File: src/rtl/mem_ctrl.sv
// ============================================================================
// mem_ctrl -- byte-wide external RAM controller
//
// Owns the CPU's 8-bit RAM port. It serves two requesters: instruction-cache
// miss fills (always a 4-byte word) and load/store-buffer accesses (byte,
// half or word). Every access is serialised one byte per cycle onto the bus.
//
// Optional build macro:
//   MEM_CTRL_IO_STALL_EN - stores into the IO region (addr[17:16] == IO_HI)
//                          wait while io_buffer_full is high.
//
// Ports:
//   clk, rst          clock, synchronous active-high reset
//   rdy               global enable; low freezes all state, forces mem_wr=0
//   flush             aborts an in-flight instruction fetch
//   if_req, if_addr   icache miss request / word-aligned address
//   inst_rdy, inst_in one-cycle fill pulse / fetched word (little-endian)
//   ls_req, ls_wr     LSB request / 1 = store
//   ls_size           00 byte, 01 half, 1x word
//   ls_addr, ls_wdata LSB byte address / store data (low bytes used)
//   ls_done, ls_rdata one-cycle completion pulse / zero-extended load data
//   mem_din           RAM read data (one cycle after mem_a)
//   mem_dout, mem_a   RAM write data / byte address
//   mem_wr            RAM write strobe
//   io_buffer_full    IO write backpressure
// ============================================================================
module mem_ctrl #(
    parameter int         ADDR_WIDTH = 32,
    parameter logic [1:0] IO_HI      = 2'b11
) (
    input  logic                  clk,
    input  logic                  rst,
    input  logic                  rdy,
    input  logic                  flush,
    input  logic                  if_req,
    input  logic [ADDR_WIDTH-1:0] if_addr,
    output logic                  inst_rdy,
    output logic [31:0]           inst_in,
    input  logic                  ls_req,
    input  logic                  ls_wr,
    input  logic [1:0]            ls_size,
    input  logic [ADDR_WIDTH-1:0] ls_addr,
    input  logic [31:0]           ls_wdata,
    output logic                  ls_done,
    output logic [31:0]           ls_rdata,
    input  logic [7:0]            mem_din,
    output logic [7:0]            mem_dout,
    output logic [ADDR_WIDTH-1:0] mem_a,
    output logic                  mem_wr,
    input  logic                  io_buffer_full
);

    typedef enum logic [1:0] {
        IDLE  = 2'd0,
        IF_RD = 2'd1,
        LS_RD = 2'd2,
        LS_WR = 2'd3
    } state_t;

    state_t                  state_r, state_s;
    logic [2:0]              cnt_r, cnt_s;        // index of the next byte to issue
    logic                    valid_r, valid_s;    // a read was issued last active cycle
    logic [1:0]              last_r, last_s;      // byte count minus one
    logic [ADDR_WIDTH-1:0]   addr_r, addr_s;
    logic [31:0]             wdata_r, wdata_s;
    logic [31:0]             data_r, data_s;      // read assembly buffer
    logic [31:0]             buf_s;
    logic [31:0]             inst_in_s, ls_rdata_s;
    logic                    inst_rdy_s, ls_done_s;
    logic [1:0]              cap_idx_s;
    logic [1:0]              size_last_s;
    logic                    accept_s;
    logic                    stall_s;

    // Zero-extends a small byte offset to address width.
    function automatic logic [ADDR_WIDTH-1:0] offset(input logic [2:0] idx);
        return {{(ADDR_WIDTH-3){1'b0}}, idx};
    endfunction

`ifdef MEM_CTRL_IO_STALL_EN
    assign stall_s = (state_r == LS_WR) && (addr_r[17:16] == IO_HI) && io_buffer_full;
`else
    // Stall disabled: tied to zero while keeping the IO inputs referenced.
    assign stall_s = 1'b0 & io_buffer_full & (addr_r[17:16] == IO_HI);
`endif

    // No accept during a done pulse so the requester can drop its request.
    assign accept_s = rdy && !inst_rdy && !ls_done;

    // Decode of the LSB size field into byte count minus one.
    always_comb begin
        case (ls_size)
            2'b00:   size_last_s = 2'd0;
            2'b01:   size_last_s = 2'd1;
            default: size_last_s = 2'd3;
        endcase
    end

    // Merge the byte arriving on mem_din into the assembly buffer.
    always_comb begin
        cap_idx_s = cnt_r[1:0] - 2'd1;
        buf_s     = data_r;
        buf_s[{cap_idx_s, 3'b000} +: 8] = mem_din;
    end

    // Next-state, datapath updates and RAM port drive.
    always_comb begin
        state_s    = state_r;
        cnt_s      = cnt_r;
        valid_s    = valid_r;
        last_s     = last_r;
        addr_s     = addr_r;
        wdata_s    = wdata_r;
        data_s     = data_r;
        inst_in_s  = inst_in;
        ls_rdata_s = ls_rdata;
        inst_rdy_s = 1'b0;
        ls_done_s  = 1'b0;
        mem_a      = '0;
        mem_dout   = 8'h00;
        mem_wr     = 1'b0;

        case (state_r)
            IDLE: begin
                if (accept_s && ls_req) begin
                    state_s = ls_wr ? LS_WR : LS_RD;
                    addr_s  = ls_addr;
                    wdata_s = ls_wdata;
                    last_s  = size_last_s;
                    cnt_s   = 3'd0;
                    valid_s = 1'b0;
                    data_s  = 32'h0000_0000;
                end else if (accept_s && if_req && !flush) begin
                    state_s = IF_RD;
                    addr_s  = if_addr;
                    last_s  = 2'd3;
                    cnt_s   = 3'd0;
                    valid_s = 1'b0;
                    data_s  = 32'h0000_0000;
                end else begin
                    state_s = IDLE;
                end
            end

            IF_RD, LS_RD: begin
                if (!rdy) begin
                    // Re-drive the byte whose capture is pending so its data
                    // is on mem_din again when rdy returns.
                    mem_a = addr_r + offset(valid_r ? {1'b0, cap_idx_s} : cnt_r);
                end else if (flush && (state_r == IF_RD)) begin
                    state_s = IDLE;
                    cnt_s   = 3'd0;
                    valid_s = 1'b0;
                end else begin
                    if (valid_r) begin
                        data_s = buf_s;
                    end else begin
                        data_s = data_r;
                    end
                    if (cnt_r <= {1'b0, last_r}) begin
                        mem_a   = addr_r + offset(cnt_r);
                        cnt_s   = cnt_r + 3'd1;
                        valid_s = 1'b1;
                    end else begin
                        // Final capture: finish and pulse done next cycle.
                        state_s = IDLE;
                        cnt_s   = 3'd0;
                        valid_s = 1'b0;
                        if (state_r == IF_RD) begin
                            inst_rdy_s = 1'b1;
                            inst_in_s  = buf_s;
                        end else begin
                            ls_done_s  = 1'b1;
                            ls_rdata_s = buf_s;
                        end
                    end
                end
            end

            LS_WR: begin
                mem_a    = addr_r + offset(cnt_r);
                mem_dout = wdata_r[{cnt_r[1:0], 3'b000} +: 8];
                if (rdy && !stall_s) begin
                    mem_wr = 1'b1;
                    if (cnt_r[1:0] == last_r) begin
                        state_s   = IDLE;
                        cnt_s     = 3'd0;
                        ls_done_s = 1'b1;
                    end else begin
                        cnt_s = cnt_r + 3'd1;
                    end
                end else begin
                    mem_wr = 1'b0;
                end
            end

            default: begin
                state_s = IDLE;
                cnt_s   = 3'd0;
                valid_s = 1'b0;
            end
        endcase
    end

    // State and datapath registers; hold behaviour under rdy=0 is in the next-state logic.
    always_ff @(posedge clk) begin
        if (rst) begin
            state_r  <= IDLE;
            cnt_r    <= 3'd0;
            valid_r  <= 1'b0;
            last_r   <= 2'd0;
            addr_r   <= '0;
            wdata_r  <= 32'h0000_0000;
            data_r   <= 32'h0000_0000;
            inst_rdy <= 1'b0;
            inst_in  <= 32'h0000_0000;
            ls_done  <= 1'b0;
            ls_rdata <= 32'h0000_0000;
        end else begin
            state_r  <= state_s;
            cnt_r    <= cnt_s;
            valid_r  <= valid_s;
            last_r   <= last_s;
            addr_r   <= addr_s;
            wdata_r  <= wdata_s;
            data_r   <= data_s;
            inst_rdy <= inst_rdy_s;
            inst_in  <= inst_in_s;
            ls_done  <= ls_done_s;
            ls_rdata <= ls_rdata_s;
        end
    end

endmodule

File: config.mk
export PLATFORM = sky130hd
export DESIGN_NAME = mem_ctrl
export DESIGN_NICKNAME = d
export VERILOG_FILES = /design/src/rtl/mem_ctrl.sv
export SDC_FILE = /design/constraint.sdc
export NUM_CORES = 1
export LEC_CHECK = 0
export ABC_CLOCK_PERIOD_IN_PS = 4150
export BUFFER_PORTS_ARGS = -buffer_cell sky130_fd_sc_hd__buf_2
export CORE_ASPECT_RATIO = 0.9
export CORE_UTILIZATION = 30
export CTS_BUF_LIST = sky130_fd_sc_hd__clkbuf_4
export DETAILED_ROUTE_END_ITERATION = 10
export GPL_TIMING_DRIVEN = 1
export HOLD_SLACK_MARGIN = 0.02
export PLACE_DENSITY = 0.47
export SYNTH_ARGS = -nofsm -noshare
export SYNTH_HDL_FRONTEND = slang
export SYNTH_SLANG_ARGS = --single-unit
File: constraint.sdc
create_clock -name clk -period 4.15 [get_ports clk]
set_input_delay 0.83 -clock clk [delete_from_list [all_inputs] [get_ports clk]]
set_output_delay 0.83 -clock clk [all_outputs]
set_load 0.01 [all_outputs]
# Word level (Yosys, flattened, before mapping)
# Index checks and enable logic that the tools add are counted.
# totals
out_inout_bits	107
reg_bits	170
word_cells	111
inputBits	114
# classes
shift	3
n_eq_ne	12
bitwise	5
reduce_logical	23
magnitude_cmp	1
add_sub_neg	5
n_mux	51
# op_table
operator	n
32-bit two-way mux	10
32-bit one-hot mux with 2 select lines	2
32-bit by 3-bit adder with 32-bit output	2
32-bit bitwise mux	1
8-bit by 7-bit variable shift with 32-bit output (first input constant)	1
32-bit by 6-bit indexed part select with 8-bit output	1
8-bit by 7-bit indexed part select with 32-bit output	1
3-bit two-way mux	8
1-bit two-way mux	16
2-bit two-way mux	8
5-bit AND reduction	3
2-bit inequality test (second input constant)	5
3-bit one-hot mux with 3 select lines	1
8-bit two-way mux	1
5-bit negation with 7-bit output	1
1-bit logical AND	6
3-bit inequality test (second input constant)	2
2-bit one-hot mux with 3 select lines	1
3-bit AND reduction	2
1-bit inverter	5
5-bit OR reduction	1
2-bit by 1-bit == test with 1-bit output (second input constant)	2
2-bit == test (second input constant)	2
2-bit zero test	2
11 further kinds	16

# Longest topological paths before layout
# depth
ltp_word	8
depth_mapped	12
depth_no_buf	11

# Worst setup path after synthesis
# No wires, ideal clock.
# synth_path
path_type	reg2out
from	register cnt_r[1]
to	output mem_a[18]
arrival_time_ns	3.173
stages_incl_launch_ff	13
n_path_buf	1
required_time_ns	3.320
path_slack_ns	0.147
cell_sequence	dfxtp_1 clkbuf_1 inv_1 ha_1 a21oi_1 inv_1 fa_1 nor2b_1 o2111ai_2 nor2_1 a22oi_1 or2_4 o31ai_2
# synth_between
elab_chain_cells	5
word_cells_on_any_way	9
cone_classes	add/sub: 3; order compare: 1; mux: 5
# synth_lines
item	line	rtl
from (decl)	61	logic [2:0] cnt_r, cnt_s;
from (signal assigned)	221	cnt_r <= cnt_s;
2-bit by 1-bit subtractor with 2-bit output (tied with other cells)	101	cap_idx_s = cnt_r[1:0] - 2'd1;
3-bit two-way mux / 32-bit two-way mux (equally long branches)	149, 160	
32-bit by 3-bit adder with 32-bit output / 32-bit two-way mux (equally long branches)	149, 150	
32-bit two-way mux	146	if (!rdy) begin
32-bit one-hot mux with 2 select lines *	123	case (state_r)
to (decl)	48	output logic [ADDR_WIDTH-1:0] mem_a,
# Every way passes the cells marked *; elsewhere a longest branch is shown, timed or not.

# Worst setup path in the final report
# layout_path
from	register cnt_r[0]
to	output mem_a[31]
# Same word-level chain as after synthesis.

==> summary.md <==
| Metric | Value |
|---|---|
| Total CTS buffers | 17 |
| Grt ovf | 0 |
| Mapped Area | 8656 um^2 |
| Status | finished, final reports clean |
| Fillers | around 3.0k |
| Vias per cell | slightly above 5 |
| Sequential share of power | a little over half |
| Share of layout cells above drive strength 1 | 26.90% |
| Reg2reg end | data_r[8] |
| First-pass GRT wire length | about 42000 um |
| Final Hold Vio Count | 0 |
| Net count after synthesis | approximately 1.2k |
| Async set-reset flop share out of synthesis | 0% |
| H-Tree Depth | 4 |
| Slew HR | around 22% |
| Fin nets | between 1k and 1.5k |
| Synth top cells by count | dfxtp_1 (170), nor2_1 (130), nand2_1 (124), a21oi_1 (112), a211oi_1 (100) |
| DR pass1 iterations | 5 |
| Leak | around 0.004 uW |
| Routed Antenna Nets | 0 |
| Initial antenna violation count | 3 |
| Type of the worst setup path | reg -> out |
| Power Internal | approximately 2200 uW |
| Hold Crit Class | reg -> reg |
| Worst-skew pair later-pin latency | about 600 ps |
| Total Wirelength | 26880 um |
| Root buf cell | clkbuf_4 |
| Yosys cell types | 65 |
| RD Place Congestion | between 0.8 and 0.9 |
| P_sw | approximately 1200 uW |
| Worst hold endpoint | data_r[17] |
| YS warnings | 0 |
| FF-to-FF Start | state_r[0] |
| Via count | between 8k and 9k |
| Max-slew violations | 0 |
| Final setup fails | 0 |
| Residual DRC | 0 |
| Max Cap Viol | 0 |
| Die area | between 20000 and 30000 um^2 |
| Gate power share | between 10% and 20% |
| Synth Register Bits | 170 |
| Ports | between 200 and 250 |
| Detailed-route wire length per cell | about 17 um |
| Synth Flop Type | dfxtp_1 |
| Die X-Extent | ~180 um |
| Synth top area cells | dfxtp_1 (39%), a211oi_1 (8.7%), a21oi_1 (6.5%) |
| Die height | 163.1 um |
| Area leader, netlist | dfxtp_1 |
| Tot Pwr | 3400 uW |
| Cell Pwr Density | 320.0 nW/um^2 |
| CTS tree | yes |
| Max Clk Rate | about 250 MHz |
| Hold Path Stages | 2 |
| Critical Path Fanout Max | 6 |
| Average size of a mapped cell | between 8 and 9 um^2 |
| 1st-iter DRT viols | 524 |
| Dpl hpwl | 18710 um |
| Largest net degree at the start of global routing | 80 |
| Hold_sp | data_r[17] |
| Critical Path End Type | output port |
| Least-Margin Pin Slew | around 1200 ps |
| Tmin final | slightly below 4000 ps |
| Initial Util | between 30% and 40% |
| GR Util All Layers | between 10% and 20% |
| Row count | between 50 and 60 |
| Most common cell in the netlist | dfxtp_1 |
| Peak supply drop | ~0.19 mV |
| Vias in the first global route | roughly 7.4k |
| Clock buffer depth | 2 |
| Sw frac | 34.91% |
| Number of enable flip-flop cells after synthesis | 0 |
| Port-buffer cells | around 220 |
| Share of the synthesized area in the top cell type | approximately 40% |
| WP data required | about 3300 ps |
| R2r setup slk | about 1400 ps |
| CP arrival | 3140 ps |
| Crit path launch type | flip-flop |
| Clock slew at reported path FFs | 160 ps |
| Clock Sinks | 170 |
| Clk network pwr share | a little under a third |
| Seq/Total Area, Yosys | between 30% and 40% |
| Final worst-path cycle share | 95.55% |
| Core area | about 28000 um^2 |
| FF-to-FF path depth | 9 |
| Setup TNS | 0 ps |
| Worst Skew | around 39 ps |
| Area grow syn2layout | 22.77% |
| Cells after Synth | around 1.0k |
| RSZ-0062 raised after global routing | no |
-- state kept, by name (all words and copies together) (netlist names), 2 cells and up --
register / flops
ls_rdata: 32
data_r: 32
last_r: 2
cnt_r: 3
addr_r: 32
inst_in: 32
wdata_r: 32
state_r: 2
-- worst max-delay path, stage by stage, from the launching register on --
cell and delay, ps:
dfxtp_4 400, inv_4 60, ha_4 250, a21oi_4 150, ha_1 240, a21o_1 170
a21oi_1 190, and2b_1 250, o22ai_2 320, o211ai_1 160, o31ai_1 170, buf_2 210
-- power by group through the flow --
| stage | combinational (uW) | sequential, uW | clock [uW] |
|---|---|---|---|
| global placement | 570 | 1810 | 0 |
| floorplan | 381 | 1790 | 0 |
| global route | 650 | 1790 | 1160 |
| detailed placement | 578 | 1810 | 0 |
| CTS | 584 | 1780 | 1100 |
| finish | 583 | 1780 | 1040 |
-- per-stage QoR --
| step | hold slack (ps) | utilization [%] | area (um^2) | cells | setup slack [ps] |
|---|---|---|---|---|---|
| floorplan | 427.3 | - | 8656 | 1049 | 146.9 |
| global placement | 433.2 | 35.82 | 10080 | 1574 | 397.4 |
| detailed placement | 438.6 | 35.82 | 10080 | 1574 | 341.2 |
| CTS | 409.9 | 37.36 | 10520 | 1609 | 24.07 |
| global route | 420.7 | 37.73 | 10620 | 1615 | 2.752 |
| finish | 456.9 | 37.74 | 10630 | 1616 | 184.6 |
-- cell usage in the layout, fill, tap and decap left out, types with 6 or more instances in the layout --
cell type	count
or3_1	33
mux4_2	8
nor3_1	10
mux2i_1	34
a21oi_1	111
nand3_1	18
inv_1	13
dfxtp_1	167
nand2_1	123
a31oi_1	6
ha_1	16
o31ai_1	6
nor2b_1	36
a211oi_1	100
nand4_1	7
and3_1	7
o21ai_0	25
o211ai_1	10
and4_1	6
buf_2	218
and2_1	17
nor2_1	128
clkbuf_4	17
buf_4	29
-- how the worst max path moves through the flow --
stage | from | end | slack [ps] | cells past startpoint
2_1_floorplan | cnt_r[1] | mem_a[18] | 150 | 12
3_3_place_gp | cnt_r[0] | mem_a[30] | 400 | 11
3_5_place_dp | cnt_r[0] | mem_a[30] | 340 | 11
4_1_cts | cnt_r[0] | mem_a[30] | 20 | 12
5_1_grt | cnt_r[0] | mem_a[26] | 3 | 12
6_report | cnt_r[0] | mem_a[31] | 180 | 11
-- what timing repair did --
action                     CTS  global route
setup endpoints to repair   18            20
setup buffers                3             4
hold buffers                 0             0
gates resized for setup     20            15
pin swaps                    2             7
-- area by class of cell --
type	instances	area [um^2]	share of cell area, %
sequential	170	3410	32.09
antenna	3	7.507	0.07065
clock buffer	17	127.6	1.201
tap	360	450.4	4.239
timing repair buffer	250	1360	12.80
multi-input combinational	787	5027	47.31
inverter	14	55.05	0.5181
clock inverter	15	188.9	1.778
-- routing by layer --
layer  up-vias  wire length, um  global-route usage, %
met4         2              375                  5.393
li1       4168                -                      -
met2       216            11620                  26.08
met5         -               13                      0
met3        26             1549                  3.991
met1      3744            13320                  26.04
-- logic make-up after synthesis --
| kind of cell | share of synthesized area [%] |
|---|---|
| muxes | 6.013 |
| AOI/OAI and AO/OA | 23.68 |
| adders and majority gates | 3.065 |
| buffers and inverters | 4.495 |
| and+or+nand+nor | 23.13 |
| xor gates and xnor gates | 0.3036 |
| DFF | 39.32 |
Power figures use the tool's default switching activity.
